$ cat src/rtl/rr_prio_arbiter.sv
// N-way request arbiter with registered, locking one-hot grants.
// Round-robin or fixed priority, held until release or an optional hold timeout.
module rr_prio_arbiter #(
  parameter int unsigned N        = 4,
  parameter int unsigned MODE     = 1,
  parameter int unsigned HOLD_MAX = 0
) (
  input  logic                                 clk,
  input  logic                                 rst,
  input  logic [N-1:0]                         req_i,
  input  logic                                 release_i,
  output logic [N-1:0]                         gnt_o,
  output logic                                 gnt_valid_o,
  output logic [((N > 1) ? $clog2(N) : 1)-1:0] gnt_id_o,
  output logic                                 timeout_o
);

  localparam int unsigned IDW = (N > 1) ? $clog2(N) : 1;
  localparam int unsigned CW  = 16;

  typedef enum logic {
    IDLE  = 1'b0,
    GRANT = 1'b1
  } state_e;

  state_e         state_q, state_d;
  logic [N-1:0]   gnt_q, gnt_d;
  logic [IDW-1:0] id_q, id_d;
  logic [IDW-1:0] ptr_q, ptr_d;

  logic [N-1:0]   elig;
  logic           found;
  logic [IDW-1:0] win;
  int unsigned    idx;
  logic           timeout_c;
  logic           end_evt;
  logic           new_grant;

  // The current owner is excluded when it hands over, so another requester gets a turn.
  assign elig    = (state_q == GRANT) ? (req_i & ~gnt_q) : req_i;
  assign end_evt = release_i | timeout_c;

  // Scan from ptr upward with wrap; first eligible bit wins.
  always_comb begin
    found = 1'b0;
    win   = '0;
    idx   = 0;
    for (int unsigned o = 0; o < N; o++) begin
      idx = (32'(ptr_q) + o) % N;
      if (!found && elig[idx]) begin
        found = 1'b1;
        win   = IDW'(idx);
      end
    end
  end

  always_ff @(posedge clk) begin
    if (rst) begin
      state_q <= IDLE;
      gnt_q   <= '0;
      id_q    <= '0;
      ptr_q   <= '0;
    end else begin
      state_q <= state_d;
      gnt_q   <= gnt_d;
      id_q    <= id_d;
      ptr_q   <= ptr_d;
    end
  end

  always_comb begin
    state_d   = state_q;
    gnt_d     = gnt_q;
    id_d      = id_q;
    ptr_d     = ptr_q;
    new_grant = 1'b0;
    case (state_q)
      IDLE: begin
        if (found) new_grant = 1'b1;
      end
      GRANT: begin
        if (end_evt) begin
          if (found) begin
            new_grant = 1'b1;
          end else begin
            state_d = IDLE;
            gnt_d   = '0;
            id_d    = '0;
          end
        end
      end
      default: state_d = IDLE;
    endcase
    if (new_grant) begin
      state_d = GRANT;
      gnt_d   = N'(1) << win;
      id_d    = win;
      if (MODE != 0) ptr_d = (win == IDW'(N - 1)) ? '0 : win + IDW'(1);
    end
  end

  always_comb begin
    gnt_o       = gnt_q;
    gnt_valid_o = (state_q == GRANT);
    gnt_id_o    = id_q;
    timeout_o   = timeout_c;
  end

  // Hold counter: cycles spent in the current grant, minus one.
  if (HOLD_MAX > 0) begin : g_hold
    logic [CW-1:0] cnt_q, cnt_d;

    always_comb begin
      cnt_d = cnt_q;
      if (new_grant)             cnt_d = '0;
      else if (state_q == GRANT) cnt_d = cnt_q + CW'(1);
    end

    always_ff @(posedge clk) begin
      if (rst) cnt_q <= '0;
      else     cnt_q <= cnt_d;
    end

    assign timeout_c = (state_q == GRANT) && (cnt_q == CW'(HOLD_MAX - 1)) && !release_i;
  end else begin : g_no_hold
    assign timeout_c = 1'b0;
  end

endmodule

$ cat config.mk
export PLATFORM = sky130hd
export DESIGN_NAME = rr_prio_arbiter
export DESIGN_NICKNAME = d
export VERILOG_FILES = /design/src/rtl/rr_prio_arbiter.sv
export SDC_FILE = /design/constraint.sdc
export NUM_CORES = 1
export LEC_CHECK = 0
export CORE_MARGIN = 2
export CORE_UTILIZATION = 30
export CTS_BUF_LIST = sky130_fd_sc_hd__clkbuf_4
export CTS_CLUSTER_SIZE = 14
export DETAILED_ROUTE_END_ITERATION = 8
export DONT_BUFFER_PORTS = 1
export REMOVE_ABC_BUFFERS = 1
export SYNTH_ARGS = -nofsm -noshare
export SYNTH_HDL_FRONTEND = slang
export SYNTH_SLANG_ARGS = --single-unit
$ cat constraint.sdc
create_clock -name clk -period 2.62 [get_ports clk]
set_input_delay 0.262 -clock clk [delete_from_list [all_inputs] [get_ports clk]]
set_output_delay 0.262 -clock clk [all_outputs]
set_load 0.03 [all_outputs]
# Word level (Yosys, flattened, before mapping)
# Index checks and enable logic that the tools add are counted.
[word_totals]
reg_bits = 9
output_inout_bits = 8
wordCells = 59
[classes]
n_reduce_logical = 9
n_addsub = 4
bitwise = 3
n_lt_le_gt_ge = 4
n_eq_ne = 2
n_shift = 1
mux = 32
[op_table]
columns = ["cell", "count"]
rows = [
  ["4-bit 2-to-1 mux", 5],
  ["2-bit 2-to-1 mux", 9],
  ["1-bit 2-to-1 mux", 13],
  ["2-bit by 3-bit less-than comparator with 1-bit output (second input constant)", 4],
  ["1-bit binary-select mux with 2-bit select", 4],
  ["2-bit by 1-bit adder with 2-bit output (second input constant)", 2],
  ["2-bit adder (second input constant)", 2],
  ["4-bit AND", 1],
  ["4-bit inverter", 1],
  ["2-bit nonzero test", 2],
  ["1-bit by 2-bit << shifter with 4-bit output (first input constant)", 1],
  ["1-bit logical AND", 3],
  ["1-bit zero test", 3],
  ["3-bit AND reduction", 1],
  ["2-bit == test (second input constant)", 1],
  ["2-bit by 1-bit inequality test with 1-bit output (second input constant)", 1],
  ["1-bit one-hot mux with 2 select lines", 1],
  ["1-bit inverter", 1],
]

# Depth between registers and ports, before layout
[depth]
depth_word = 20
ltp_mapped = 9
depth_no_buf = 8

# Worst setup path before layout
# OpenSTA, ideal clock, no wires.
[synth_timing]
kind = "register to register"
start = "reg state_q, in the netlist gnt_valid_o"
end = "reg ptr_q[1]"
arrival_time_ns = 1.773
stages_incl_launch_ff = 9
t_required_ns = 2.493
slack_ns = 0.720
path_buffers = 1
setup_time_ns = 0.127
period_less_slack_ns = 1.900
cell_sequence = "dfxtp_1 > buf_6 > a21bo_4 > or2_2 > a31oi_1 > nor2_1 > ha_1 > mux2i_1 > nor2_1"
[synth_via]
elab_chain_len = 16
word_cells_on_any_way = 30
cone_classes = "1 x add/sub; 1 x eq/ne; 21 x mux; 1 x bitwise; 6 x reduce/logical"
[synth_rtl]
columns = ["element", "line", "source"]
rows = [
  ["start, declared", "26", "state_e state_q, state_d;"],
  ["start signal, assigned", "64", "state_q <= state_d;"],
  ["4-bit 2-to-1 mux", "40", "assign elig = (state_q == GRANT) ? (req_i & ~gnt_q) : req_i;"],
  ["1-bit binary-select mux with 2-bit select", "50", "if (!found && elig[idx]) begin"],
  ["1-bit 2-to-1 mux (not written as such)", "50", ""],
  ["1-bit 2-to-1 mux", "50", ""],
  ["1-bit zero test", "50", ""],
  ["1-bit logical AND", "50", ""],
  ["1-bit 2-to-1 mux", "50", ""],
  ["1-bit zero test", "50", ""],
  ["1-bit logical AND", "50", ""],
  ["1-bit 2-to-1 mux", "50", ""],
  ["1-bit zero test", "50", ""],
  ["1-bit logical AND", "50", ""],
  ["1-bit 2-to-1 mux", "50", ""],
  ["1-bit 2-to-1 mux", "79, 83", ""],
  ["1-bit 2-to-1 mux", "82", "if (end_evt) begin"],
  ["1-bit one-hot mux with 2 select lines", "77", "case (state_q)"],
  ["end signal, assigned", "67", "ptr_q <= ptr_d;"],
  ["end, declared", "29", "logic [IDW-1:0] ptr_q, ptr_d;"],
]
# Several ways; a longest one is shown, not always the timed one. The select of a mux whose other input is x is not followed.
# A chain may end at the register's enable or synchronous reset.

# Worst setup path in the final report
[layout_timing]
start = "reg state_q, in the netlist gnt_valid_o"
end = "reg gnt_q[2], in the netlist gnt_o[2]"
[layout_via]
elab_chain_len = 18
word_cells_on_any_way = 33
cone_classes = "1 x eq/ne; 1 x shift; 21 x mux; 1 x bitwise; 9 x reduce/logical"
[layout_rtl]
columns = ["element", "line", "source"]
rows = [
  ["4-bit 2-to-1 mux", "40", ""],
  ["1-bit binary-select mux with 2-bit select", "50", ""],
  ["1-bit 2-to-1 mux (not written as such)", "50", ""],
  ["1-bit 2-to-1 mux", "50", ""],
  ["1-bit zero test", "50", ""],
  ["1-bit logical AND", "50", ""],
  ["1-bit 2-to-1 mux", "50", ""],
  ["1-bit zero test", "50", ""],
  ["[... 2 more ...]", "--", ""],
  ["1-bit zero test", "50", ""],
  ["1-bit logical AND", "50", ""],
  ["1-bit 2-to-1 mux", "50", ""],
  ["1-bit 2-to-1 mux", "79, 83", ""],
  ["1-bit 2-to-1 mux", "82", ""],
  ["1-bit one-hot mux with 2 select lines", "77", ""],
  ["2-bit by 1-bit inequality test with 1-bit output (no line) / 2-bit nonzero test (equally long branches)", "--", ""],
  ["3-bit AND reduction (no line)", "--", ""],
  ["end signal, assigned", "65", "gnt_q <= gnt_d;"],
  ["end, declared", "27", "logic [N-1:0] gnt_q, gnt_d;"],
]
# Several ways; a longest one is shown, not always the timed one. The select of a mux whose other input is x is not followed.

==> summary.log <==
qor: drt.vias_post_dr 503
qor: sta.timing_hold_violations_final 0
qor: critical_path.worstSetupStartpointType flop
qor: pwr.peakVddDrop 0.365 mV
qor: clock_tree.post_cts_resized 0
qor: clock_tree.worst_setup_hold_path_clk_slew 0.06 ns
qor: critical_path.critical_path_peak_fanout 12
qor: clock_tree.post_cts_hold_buffer_count 0
qor: global_route.initial_antenna_violation_count 0
qor: pwr.clock_power_share 0.229
qor: floorplanning.io-pin-count 15
qor: floorplanning.row_count 16
qor: drt.per_cell_via_count_in_the_routed_design 5.13
qor: synth.ys_ff_latch 9
qor: job.timing.max_cap.violations 0
qor: synth.ys_types 33
qor: layout.area.growth.synth_to_final 7.99%
qor: global_route.global_route.usage.total 0.120
qor: sta.worst_slew_margin_rel 0.593
qor: placed_design.gp_congestion 0.725
qor: clock_tree.htree_num_levels 1
qor: global_route.grt_first_pass_wirelength 2100 um
qor: critical_path.required 2.77 ns
qor: synth.syn_area 611 um^2
qor: clock_tree.clock_tree.buffer_depth 2
qor: synth.postSynthCellCount 69
qor: floorplanning.die_height 49.1 um
qor: outcome.outcome finished, final reports clean
qor: critical_path.worstPathArrival 2.31 ns
qor: layout.nFillCells 209
qor: drt.routed_wl 1330 um
qor: synth.seq_area_frac_synth 0.295
qor: layout.most-common-layout-cells 9 x sky130_fd_sc_hd__dfxtp_1, 7 x sky130_fd_sc_hd__inv_1, 7 x sky130_fd_sc_hd__nor2_1
qor: pwr.cellPowerDensity 779 nW/um^2
qor: sta.fin_crit_sh 0.822
qor: synth.synthesis.yosys.warnings 0
qor: clock_tree.cts.root.buffer_cell sky130_fd_sc_hd__clkbuf_4
qor: global_route.grt_start_max_net_pins 13
qor: sta.timing.setup.tns 0 ns
qor: floorplanning.design.die.area 2410 um^2
qor: floorplanning.chipWidth 49.1 um
qor: pwr.internal_power 311 uW
qor: synth.post-synth-top-area-fraction 0.295
qor: placed_design.dp_hpwl 1050 um
qor: clock_tree.cts_buffers 3
qor: pwr.share_comb_of_total_power 0.324
qor: sta.worst_slew_pin_slew 0.609 ns
qor: drt.drt_iter0_markers 12
qor: sta.fin_skew 0.00499 ns
qor: global_route.grt_overflow_total 0
qor: synth.post_synth.cell_area_avg 8.85 um^2
qor: drt.wl_met3 140 um
qor: drt.first_pass_iters 4
qor: layout.design.final.nets 83
qor: critical_path.timing_worst_setup_path_type reg2reg
qor: sta.layout_min_cycle_time 2.15 ns
qor: placed_design.dp.cells 94
qor: clock_tree.cts_setup_buffers 0
qor: drt.post_drt_wl_per_cell 13.6 um
qor: pwr.total_power 514 uW
qor: synth.ys_top_cells_by_area sky130_fd_sc_hd__dfxtp_1 30%, sky130_fd_sc_hd__ha_1 8.2%, sky130_fd_sc_hd__a22oi_1 4.9%
qor: layout.final_layout_size_suffix_gt1_frac 0.225
qor: pwr.leakagePower 0.000273 uW
qor: placed_design.numPortBuffers 0
qor: drt.met2_wirelength 604 um
qor: layout.diodes 0
qor: min_path.hold_path.class in2reg
qor: layout.final_cells 98
qor: pwr.netSwitchingFraction 0.394
qor: sta.rsz0062_at_grt false
qor: pwr.power.switching 202 uW
qor: floorplanning.core_region_area 1940 um^2
qor: layout.mostFrequentLayoutCell sky130_fd_sc_hd__dfxtp_1
qor: synth.cell_type_with_the_highest_aggregate_area_in_the_netlist sky130_fd_sc_hd__dfxtp_1
qor: global_route.first_global_vias 466
qor: pwr.seqPwrFrac 0.447
qor: drt.antenna_violating_nets_post_route 0
qor: drt.drc_errors 0
qor: drt.highest_layer met4
qor: sta.timing.final.max_slew_violations 0
qor: sta.setup_viol_count_final 0
qor: critical_path.worstSetupEndpointType flop
qor: drt.met1_length 584 um
qor: clock_tree.clkSinkCount 9
qor: sta.maxClockFrequency 464 MHz
qor: clock_tree.cts_tree yes
qor: floorplanning.floorplan.initialDensity 0.314
qor: clock_tree.worstSkewPairLatency 0.26 ns
## area by class of cell
class / instances / area, um^2 / area share
sequential: 9 / 180 / 0.273
timing repair buffer: 1 / 7.51 / 0.0114
tap: 27 / 33.8 / 0.0512
inverter: 7 / 26.3 / 0.0398
multi-input combinational: 50 / 382 / 0.579
clock buffer: 4 / 30.0 / 0.0455
## synthesized netlist by cell type (all sizes together)
library cell and number:
dfxtp 9, inv 7, nor2 7, nand2 5, a21oi 4, a22oi 4, ha 4, a21bo 3
a21boi 3, buf 3, o221a 3, a31oi 2, nand3 2, a221oi 1, a2bb2oi 1, conb 1
mux2i 1, nand3b 1, nor2b 1, nor3 1, o21ai 1, o221ai 1, o2bb2ai 1, o41ai 1
or2 1, or2b 1
## path summary, 6_finish.rpt
| check | to | slack [ns] | depth (start not counted) | startpoint |
|---|---|---|---|---|
| max | gnt_o[2] | 0.47 | 7 | gnt_valid_o |
| min | gnt_id_o[0] | 0.06 | 1 | rst |
| max reg2reg | gnt_o[2] | 0.47 | 7 | gnt_valid_o |
| min reg2reg | ptr_q[1] | 0.59 | 2 | ptr_q[1] |
## power groups by stage
stage          Clock [uW]  Sequential, uW  Combinational (uW)
6_report              118             229                 166
3_5_place_dp            0             233                 164
2_1_floorplan           0             227                 134
5_1_grt               132             235                 188
3_3_place_gp            0             232                 162
4_1_cts               122             230                 167
## state kept, by name, indices dropped and copies added, names as in the netlist
| register | flops |
|---|---|
| ptr_q | 2 |
| gnt_o | 4 |
| gnt_valid_o | 1 |
| gnt_id_o | 2 |
## metal layers
layer,up-vias,track usage
met4,0,0.0286
met2,16,0.176
met3,2,0.0859
met1,231,0.140
li1,254,-
met5,-,0
## logic make-up (layout without fill, tap and decap cells)
kind of cell,Yosys count,count (layout),synth area share
AOI/OAI and AO/OA,25,25,0.371
muxes,1,1,0.0164
other,1,1,0.00614
and+or+nand+nor,19,19,0.150
DFF,9,9,0.295
buffers and inverters,10,12,0.0799
adders and majority gates,4,4,0.0820
## per-stage QoR
step / setup WS [ns] / util / hold slack [ns] / area [um^2]
global route: 0.311 / 0.340 / 0.0383 / 659
CTS: 0.464 / 0.340 / 0.0495 / 659
global placement: 0.490 / 0.324 / 0.326 / 629
detailed placement: 0.485 / 0.324 / 0.327 / 629
floorplan: 0.675 / - / 0.324 / 588
finish: 0.466 / 0.340 / 0.0568 / 659
## worst max-delay path, stage by stage (launching register included)
cell,delay (ns)
sky130_fd_sc_hd__dfxtp_1,0.71
sky130_fd_sc_hd__a21boi_0,0.31
sky130_fd_sc_hd__a221oi_2,0.30
sky130_fd_sc_hd__o221a_4,0.27
sky130_fd_sc_hd__inv_1,0.06
sky130_fd_sc_hd__ha_1,0.19
sky130_fd_sc_hd__a22oi_1,0.15
sky130_fd_sc_hd__nor2_1,0.05
No activity file was read; power rests on OpenSTA's default activity.
